==> config.mk <==
export PLATFORM = sky130hd
export DESIGN_NAME = tgl_hs_responder_flat
export DESIGN_NICKNAME = d
export VERILOG_FILES = /design/src/rtl/tgl_hs_pkg.sv /design/src/rtl/tgl_hs_responder_if.sv /design/src/rtl/tgl_sync.sv /design/src/rtl/tgl_hs_responder.sv /design/src/flat_wrapper.sv
export SDC_FILE = /design/constraint.sdc
export NUM_CORES = 1
export LEC_CHECK = 0
export BUFFER_PORTS_ARGS = -buffer_cell sky130_fd_sc_hd__buf_2
export CAP_MARGIN = 20
export CORE_MARGIN = 2
export CORE_UTILIZATION = 52
export CTS_CLUSTER_DIAMETER = 40
export DETAILED_ROUTE_END_ITERATION = 8
export MAX_ROUTING_LAYER = met4
export PLACE_DENSITY = 0.81
export SLEW_MARGIN = 20
export SYNTH_ARGS = -nofsm -noshare
export SYNTH_HDL_FRONTEND = slang
export SYNTH_SLANG_ARGS = --single-unit
==> constraint.sdc <==
create_clock -name clk -period 4.7 [get_ports clk]
set_clock_uncertainty 0.1 [all_clocks]
set_input_delay 0.94 -clock clk [delete_from_list [all_inputs] [get_ports clk]]
set_output_delay 0.94 -clock clk [all_outputs]
set_load 0.03 [all_outputs]
==> src/rtl/tgl_hs_pkg.sv <==
// Shared definitions for the toggle (two-phase) handshake initiator/responder pair.
package tgl_hs_pkg;

    typedef enum logic [0:0] {
        TH_IDLE  = 1'b0,
        TH_VALID = 1'b1
    } th_state_e;

    // Legal range for the request synchronizer depth
    localparam int SYNC_STAGES_MIN = 1;
    localparam int SYNC_STAGES_MAX = 4;

endpackage : tgl_hs_pkg

==> src/rtl/tgl_hs_responder_if.sv <==
// Toggle-request / valid-ready bundle seen by the responder (slave) and its environment (master).
interface tgl_hs_responder_if #(
    parameter int DW = 8,
    parameter int CW = 16
) ();
    logic          req_tgl;
    logic [DW-1:0] req_data;
    logic          ack_tgl;
    logic          out_valid;
    logic [DW-1:0] out_data;
    logic          out_ready;
    logic          busy;
    logic          proto_err;
    logic [CW-1:0] xfer_count;

    modport slave (
        input  req_tgl, req_data, out_ready,
        output ack_tgl, out_valid, out_data, busy, proto_err, xfer_count
    );

    modport master (
        output req_tgl, req_data, out_ready,
        input  ack_tgl, out_valid, out_data, busy, proto_err, xfer_count
    );
endinterface : tgl_hs_responder_if

==> src/rtl/tgl_sync.sv <==
// N-stage shift synchronizer with synchronous active-high reset; q is d delayed by N clocks.
module tgl_sync #(
    parameter int N = 2
) (
    input  logic clk,
    input  logic rst,
    input  logic d,
    output logic q
);
    logic [N-1:0] sync_r;

    // Shift chain, cleared by reset
    always_ff @(posedge clk) begin
        if (rst) begin
            sync_r <= {N{1'b0}};
        end else begin
            sync_r[0] <= d;
            for (int i = 1; i < N; i++) begin
                sync_r[i] <= sync_r[i-1];
            end
        end
    end

    assign q = sync_r[N-1];
endmodule : tgl_sync

==> src/rtl/tgl_hs_responder.sv <==
// Responder end of a toggle handshake: captures one word per req_tgl change, offers it on
// valid/ready, and toggles ack_tgl when the word is consumed. Flags toggles that arrive while busy.
module tgl_hs_responder
    import tgl_hs_pkg::*;
#(
    parameter int DW          = 8,
    parameter int SYNC_STAGES = 2,
    parameter int CW          = 16
) (
    input  logic                clk,
    input  logic                rst,
    tgl_hs_responder_if.slave   hs
);
    th_state_e     state_r, state_nxt_s;
    logic          req_s;
    logic          event_s;
    logic          req_last_r, req_last_nxt_s;
    logic [DW-1:0] data_r, data_nxt_s;
    logic          ack_r, ack_nxt_s;
    logic          err_r, err_nxt_s;
    logic [CW-1:0] cnt_r, cnt_nxt_s;

    tgl_sync #(.N(SYNC_STAGES)) u_req_sync (
        .clk (clk),
        .rst (rst),
        .d   (hs.req_tgl),
        .q   (req_s)
    );

    assign event_s = (req_s != req_last_r);

    // State and datapath registers
    always_ff @(posedge clk) begin
        if (rst) begin
            state_r    <= TH_IDLE;
            req_last_r <= 1'b0;
            data_r     <= {DW{1'b0}};
            ack_r      <= 1'b0;
            err_r      <= 1'b0;
            cnt_r      <= {CW{1'b0}};
        end else begin
            state_r    <= state_nxt_s;
            req_last_r <= req_last_nxt_s;
            data_r     <= data_nxt_s;
            ack_r      <= ack_nxt_s;
            err_r      <= err_nxt_s;
            cnt_r      <= cnt_nxt_s;
        end
    end

    // Next-state and datapath update
    always_comb begin
        state_nxt_s    = state_r;
        req_last_nxt_s = req_last_r;
        data_nxt_s     = data_r;
        ack_nxt_s      = ack_r;
        err_nxt_s      = err_r;
        cnt_nxt_s      = cnt_r;
        case (state_r)
            TH_IDLE: begin
                if (event_s) begin
                    data_nxt_s     = hs.req_data;
                    req_last_nxt_s = req_s;
                    state_nxt_s    = TH_VALID;
                end else begin
                    state_nxt_s    = TH_IDLE;
                end
            end
            TH_VALID: begin
                // out_valid is high throughout VALID, so ready alone completes the handshake
                if (hs.out_ready) begin
                    ack_nxt_s   = ~ack_r;
                    cnt_nxt_s   = cnt_r + CW'(1);
                    state_nxt_s = TH_IDLE;
                end else begin
                    state_nxt_s = TH_VALID;
                end
                // A toggle while a word is pending is consumed and dropped, never captured
                if (event_s) begin
                    err_nxt_s      = 1'b1;
                    req_last_nxt_s = req_s;
                end else begin
                    err_nxt_s      = err_r;
                end
            end
            default: begin
                state_nxt_s = TH_IDLE;
            end
        endcase
    end

    assign hs.ack_tgl    = ack_r;
    assign hs.out_valid  = (state_r == TH_VALID);
    assign hs.busy       = (state_r == TH_VALID);
    assign hs.out_data   = data_r;
    assign hs.proto_err  = err_r;
    assign hs.xfer_count = cnt_r;
endmodule : tgl_hs_responder

==> src/flat_wrapper.sv <==
// flat-port wrapper written by rule: the top's interface ports become plain ports
module tgl_hs_responder_flat import tgl_hs_pkg::*;
#(
    parameter int DW          = 8,
    parameter int SYNC_STAGES = 2,
    parameter int CW          = 16
)
  (clk, rst, hs_req_tgl, hs_req_data, hs_out_ready, hs_ack_tgl, hs_out_valid, hs_out_data, hs_busy, hs_proto_err, hs_xfer_count);
  tgl_hs_responder_if #(.DW(DW), .CW(CW)) hs_i ();
  input  logic clk;
  input  logic rst;
  input wire logic [$bits(hs_i.req_tgl)-1:0] hs_req_tgl;
  input wire logic [$bits(hs_i.req_data)-1:0] hs_req_data;
  input wire logic [$bits(hs_i.out_ready)-1:0] hs_out_ready;
  output wire logic [$bits(hs_i.ack_tgl)-1:0] hs_ack_tgl;
  output wire logic [$bits(hs_i.out_valid)-1:0] hs_out_valid;
  output wire logic [$bits(hs_i.out_data)-1:0] hs_out_data;
  output wire logic [$bits(hs_i.busy)-1:0] hs_busy;
  output wire logic [$bits(hs_i.proto_err)-1:0] hs_proto_err;
  output wire logic [$bits(hs_i.xfer_count)-1:0] hs_xfer_count;
  assign hs_i.req_tgl = hs_req_tgl;
  assign hs_i.req_data = hs_req_data;
  assign hs_i.out_ready = hs_out_ready;
  assign hs_ack_tgl = hs_i.ack_tgl;
  assign hs_out_valid = hs_i.out_valid;
  assign hs_out_data = hs_i.out_data;
  assign hs_busy = hs_i.busy;
  assign hs_proto_err = hs_i.proto_err;
  assign hs_xfer_count = hs_i.xfer_count;
  tgl_hs_responder #(.DW(DW), .SYNC_STAGES(SYNC_STAGES), .CW(CW)) u_core (.clk(clk), .rst(rst), .hs(hs_i));
endmodule
# --- Word level (Yosys, flattened, before mapping) ---
# Cells that the tools add are included.
totals:
  out_inout_bits: 28
  reg_bits: 30
  inputBits: 12
op_classes:
  bitwise: 2
  n_mux: 4
  n_reduce_logical: 3
  n_eq_ne: 1
  n_addsub: 1
op_table:
  columns: ["cell", "count"]
  rows:
  - ["$add A16 B1 Y16 const B", 1]
  - ["$reduce_and A2 Y1", 3]
  - ["$mux W1", 3]
  - ["$not A1 Y1", 2]
  - ["$pmux W1 S2", 1]
  - ["$ne A1 B1 Y1", 1]

# --- Logic depth before layout (Yosys ltp) ---
logic_depth:
  word_depth: 3
  ltp_mapped: 5

# --- Hierarchy ---
# From an unflattened synthesis, not the netlist that was laid out.
unflattened:
  cells_unflattened: 126
  hier_area_um2: 1214.9
by_module_without_submodules:
  columns: ["mod", "cells_each", "instances", "area_per_inst_um2"]
  rows:
  - ["tgl_hs_responder", 122, 1, 1162.4]
  - ["tgl_sync", 4, 1, 52.6]

# --- Least setup slack after synthesis ---
# OpenSTA, ideal clock, no wires.
synth_timing:
  path_type: "input -> register"
  start: "in hs_out_ready"
  end: "reg u_core.cnt_r[9], in the netlist u_core.hs.xfer_count[9]"
  path_stages: 4
  t_arrival_ns: 1.856
  setup_time_ns: 0.071
  path_slack_ns: 2.674
  n_path_buf: 0
  cell_sequence: "and4_1 > nand2_1 > or4_1 > a21oi_1"
synth_via:
  elab_chain_cells: 1
synth_rtl:
  columns: ["item", "line_no", "rtl"]
  rows:
  - ["from (decl)", "flat_wrapper.sv:14", "input wire logic [$bits(hs_i.out_ready)-1:0] hs_out_ready;"]
  - ["$reduce_and A2 Y1 (no source line)", null, null]
  - ["to (signal assigned)", "tgl_hs_responder.sv:40", "cnt_r <= {CW{1'b0}};"]
  - ["to (signal assigned)", "tgl_hs_responder.sv:47", "cnt_r <= cnt_nxt_s;"]
  - ["to (decl)", "tgl_hs_responder.sv:21", "logic [CW-1:0] cnt_r, cnt_nxt_s;"]
# Every way passes these cells.
# A chain may end at the register's enable or synchronous reset.

# --- Final worst setup path ---
layout_timing:
  start: "reg u_core.state_r, in the netlist u_core.hs.busy"
  end: "out hs_busy"
layout_lines:
  columns: ["item", "line_no", "rtl"]
  rows:
  - ["from (decl)", "tgl_hs_responder.sv:14", "th_state_e state_r, state_nxt_s;"]
  - ["from (signal assigned)", "tgl_hs_responder.sv:42", "state_r <= state_nxt_s;"]
  - ["to (decl)", "flat_wrapper.sv:18", "output wire logic [$bits(hs_i.busy)-1:0] hs_busy;"]
# No word-level cell between the ends.

==> summary.md <==
| Metric | Value |
|---|---|
| Int Power | `~0.35 mW` |
| Lkg Pwr | `roughly 0.64 nW` |
| Gr busiest metal | `met2` |
| Setup ws final | `2.53 ns` |
| Post-DP HPWL | `around 1700 µm` |
| Synth Cell Area | `roughly 1200 µm²` |
| Max_cap viols | `0` |
| Synthesized Nets | `142` |
| Ratio of final minimum period to clock period | `a little under half` |
| Status | `finished, final reports clean` |
| FF+latch count, synth | `30` |
| Synth area leaders | `dfxtp_1 (49%), nor2_1 (6.7%), mux2i_1 (6.5%), xor2_1 (6.4%), nor2b_1 (2.6%)` |
| Max VDD drop | `about 0.00028 V` |
| Post-layout nets | `about 180` |
| CP max-delay cell | `dfxtp_1` |
| Initial Util | `55.3%` |
| Worst path required time | `3.66 ns` |
| Startpoint types | `register` |
| Family with the most delay on the worst path | `flip-flops` |
| Synth warn | `0` |
| PostCTS Resize Cnt | `0` |
| Clock Pin Slew Worst Setup and Hold Paths | `roughly 0.090 ns` |
| Root buf cell | `clkbuf_4` |
| Vias in the first global route | `about 900` |
| Die Y-Extent | `around 53 µm` |
| Net Switching | `~0.12 mW` |
| Synth unique cells | `27` |
| Worst-path cell chain | `buf_2` |
| Die Span X | `about 53 µm` |
| IO Port Bufs | `39` |
| CP Buf/Inv Count | `1` |
| CTS Hold Bufs | `0` |
| WL final | `roughly 2400 µm` |
| Sink Count | `30` |
| Rows | `17` |
| RSZ-0062 raised after global routing | `false` |
| Worst slew pin tran | `~0.86 ns` |
| # IOs | `40` |
| Final hold violation count | `0` |
| Min Tclk post-route | `around 2.2 ns` |
| Part of the power in combinational logic | `just under 9%` |
| Setup violators final | `0` |
| FF-to-FF setup slack | `roughly 2.8 ns` |
| Grt met3 use | `a little under a tenth` |
| Pre-CTS setup slack | `between 2 and 2.5 ns` |
| Area grow syn2layout | `21.0%` |
| Fmax | `around 460 MHz` |
| CP Capture Type | `primary output` |
| Flop pwr share | `between 50 and 60%` |
| CTS tree | `done` |
| Crit-path max cell delay | `approximately 0.53 ns` |
| Max Buffers Root-to-Sink | `2` |
| Slew Viols, Final | `0` |
| TNS Setup | `0 ns` |
| Worst endpoint data arrival time | `about 1.1 ns` |
| Synth top area share | `approximately half` |
| H-tree depth | `2` |
| Clock share of power | `~34%` |
| Power Dens Cells | `~310 nW/µm²` |
| Seq/Total Area, Yosys | `around half` |
| Max_slew headroom | `between 40% and 50%` |
| Mapped Cells | `between 100 and 150` |
| Global placement routability congestion | `~0.79` |
| GR Util met2 | `a little over 30%` |
| Largest net degree at the start of global routing | `32` |
| Grt ovf | `0` |
| Sw frac | `about 25%` |
| Drt wl/cell | `between 10 and 15 µm` |
| DRC viols | `0` |
| GR Util met1 | `between 20 and 25%` |
| Share of cells above drive strength 1 | `between 20 and 30%` |
| Synth area leader | `dfxtp_1` |
| Clk Latency, worst-skew pair | `roughly 0.33 ns` |
| DR vias/cell | `between 5 and 6` |
| Via count | `just over 1000` |
| Post-route ant nets | `0` |
| Number of diodes | `0` |
| TritonRoute pass-1 iters | `4` |
| Post-CTS setup buffer count | `0` |
| Die ar. | `between 2000 and 3000 µm²` |
| Global-route wire length before repair | `around 3700 µm` |
| Tightest Hold Check Type | `reg2reg` |
| Core ar. | `between 2000 and 2500 µm²` |
| Peak fanout along the critical path | `12` |
| Num CTS Buffers | `5` |
| CP Class | `reg2out` |
| Initial antenna violation count | `0` |
| GRT Total Usage | `roughly a fifth` |
| Drt initial violations | `13` |
| Syn Area/Cell | `9.49 µm²` |
## area by class of cell
cell class / count / area [µm²]
Fill cell: 185 / 732
Sequential cell: 30 / 601
Multi-Input combinational cell: 90 / 582
Timing Repair Buffer: 39 / 195
Clock buffer: 7 / 55.1
Tap cell: 28 / 35.0
Inverter: 2 / 7.51
Clock inverter: 1 / 5.00
## cells in the mapped netlist
master,n
nor3_1,2
buf_2,3
nor2b_1,5
mux2_2,1
a21oi_1,6
nor4_1,1
dfxtp_1,30
and4_2,1
inv_1,2
xnor2_1,3
nand3_4,1
a211oi_1,1
ha_1,1
clkbuf_1,1
nand4_1,4
and4_1,2
buf_4,1
or2_0,1
buf_1,2
mux2i_1,8
o31ai_1,4
or4_1,4
nand2_1,7
nand3_1,6
nor2_1,22
nand4_2,1
xor2_1,9
## path summary, 6_finish.rpt
check,cells after the start,end,start
hold / removal,1,u_core.u_req_sync.sync_r[1],u_core.u_req_sync.sync_r[0]
setup reg to reg,4,u_core.hs.out_data[6],u_core.u_req_sync.sync_r[1]
hold reg to reg,1,u_core.u_req_sync.sync_r[1],u_core.u_req_sync.sync_r[0]
setup / recovery,1,hs_busy,u_core.hs.busy
## power groups by stage
stage	combinational [mW]	sequential [mW]	clock, mW
after floorplan	0.0193	0.280	0
after global placement	0.0397	0.270	0
after detailed placement	0.0403	0.271	0
after CTS	0.0404	0.265	0.160
after global routing	0.0432	0.266	0.172
final	0.0400	0.265	0.157
## cell usage in the layout, fill, tap and decap left out, drive strengths merged
cell type	n
a211oi	1
a21oi	6
and4	3
buf	39
clkbuf	7
clkinv	1
dfxtp	30
ha	1
inv	2
mux2	1
mux2i	8
nand2	7
nand3	7
nand4	5
nor2	22
nor2b	5
nor3	2
nor4	1
o31ai	4
or2	1
or4	4
xnor2	3
xor2	9
## layer usage
metal | up-vias | part of all wire (%)
met5 | - | 0
met4 | 0 | 1.5
met3 | 5 | 8.5
met2 | 37 | 46
met1 | 454 | 44
li1 | 522 | -
## through the flow
stage | area (µm²) | utilization, % | hold slack [ns] | total power, mW | instances
floorplan | 1220 | - | 0.314 | 0.299 | 129
global placement | 1420 | 64.2 | 0.319 | 0.310 | 189
detailed placement | 1420 | 64.2 | 0.338 | 0.311 | 189
CTS | 1480 | 66.9 | 0.358 | 0.465 | 197
global route | 1480 | 66.9 | 0.363 | 0.481 | 197
finish | 1480 | 66.9 | 0.348 | 0.462 | 197
## kinds of logic after synthesis
kind of cell	Yosys count	share of synthesized area, %
DFF	30	49.1
muxes	9	7.46
xor gates and xnor gates	12	8.59
and+or+nand+nor	57	25.0
buffers and inverters	9	3.37
AOI/OAI and AO/OA	11	5.52
adders and majority gates	1	1.02
## state kept, by name, summed over array words and instances (netlist names)
name,cells
u_core.u_req_sync.sync_r,2
u_core.hs.busy,1
u_core.req_last_r,1
u_core.hs.xfer_count,16
u_core.hs.out_data,8
u_core.hs.ack_tgl,1
u_core.hs.proto_err,1
Power figures use the tool's default switching activity.
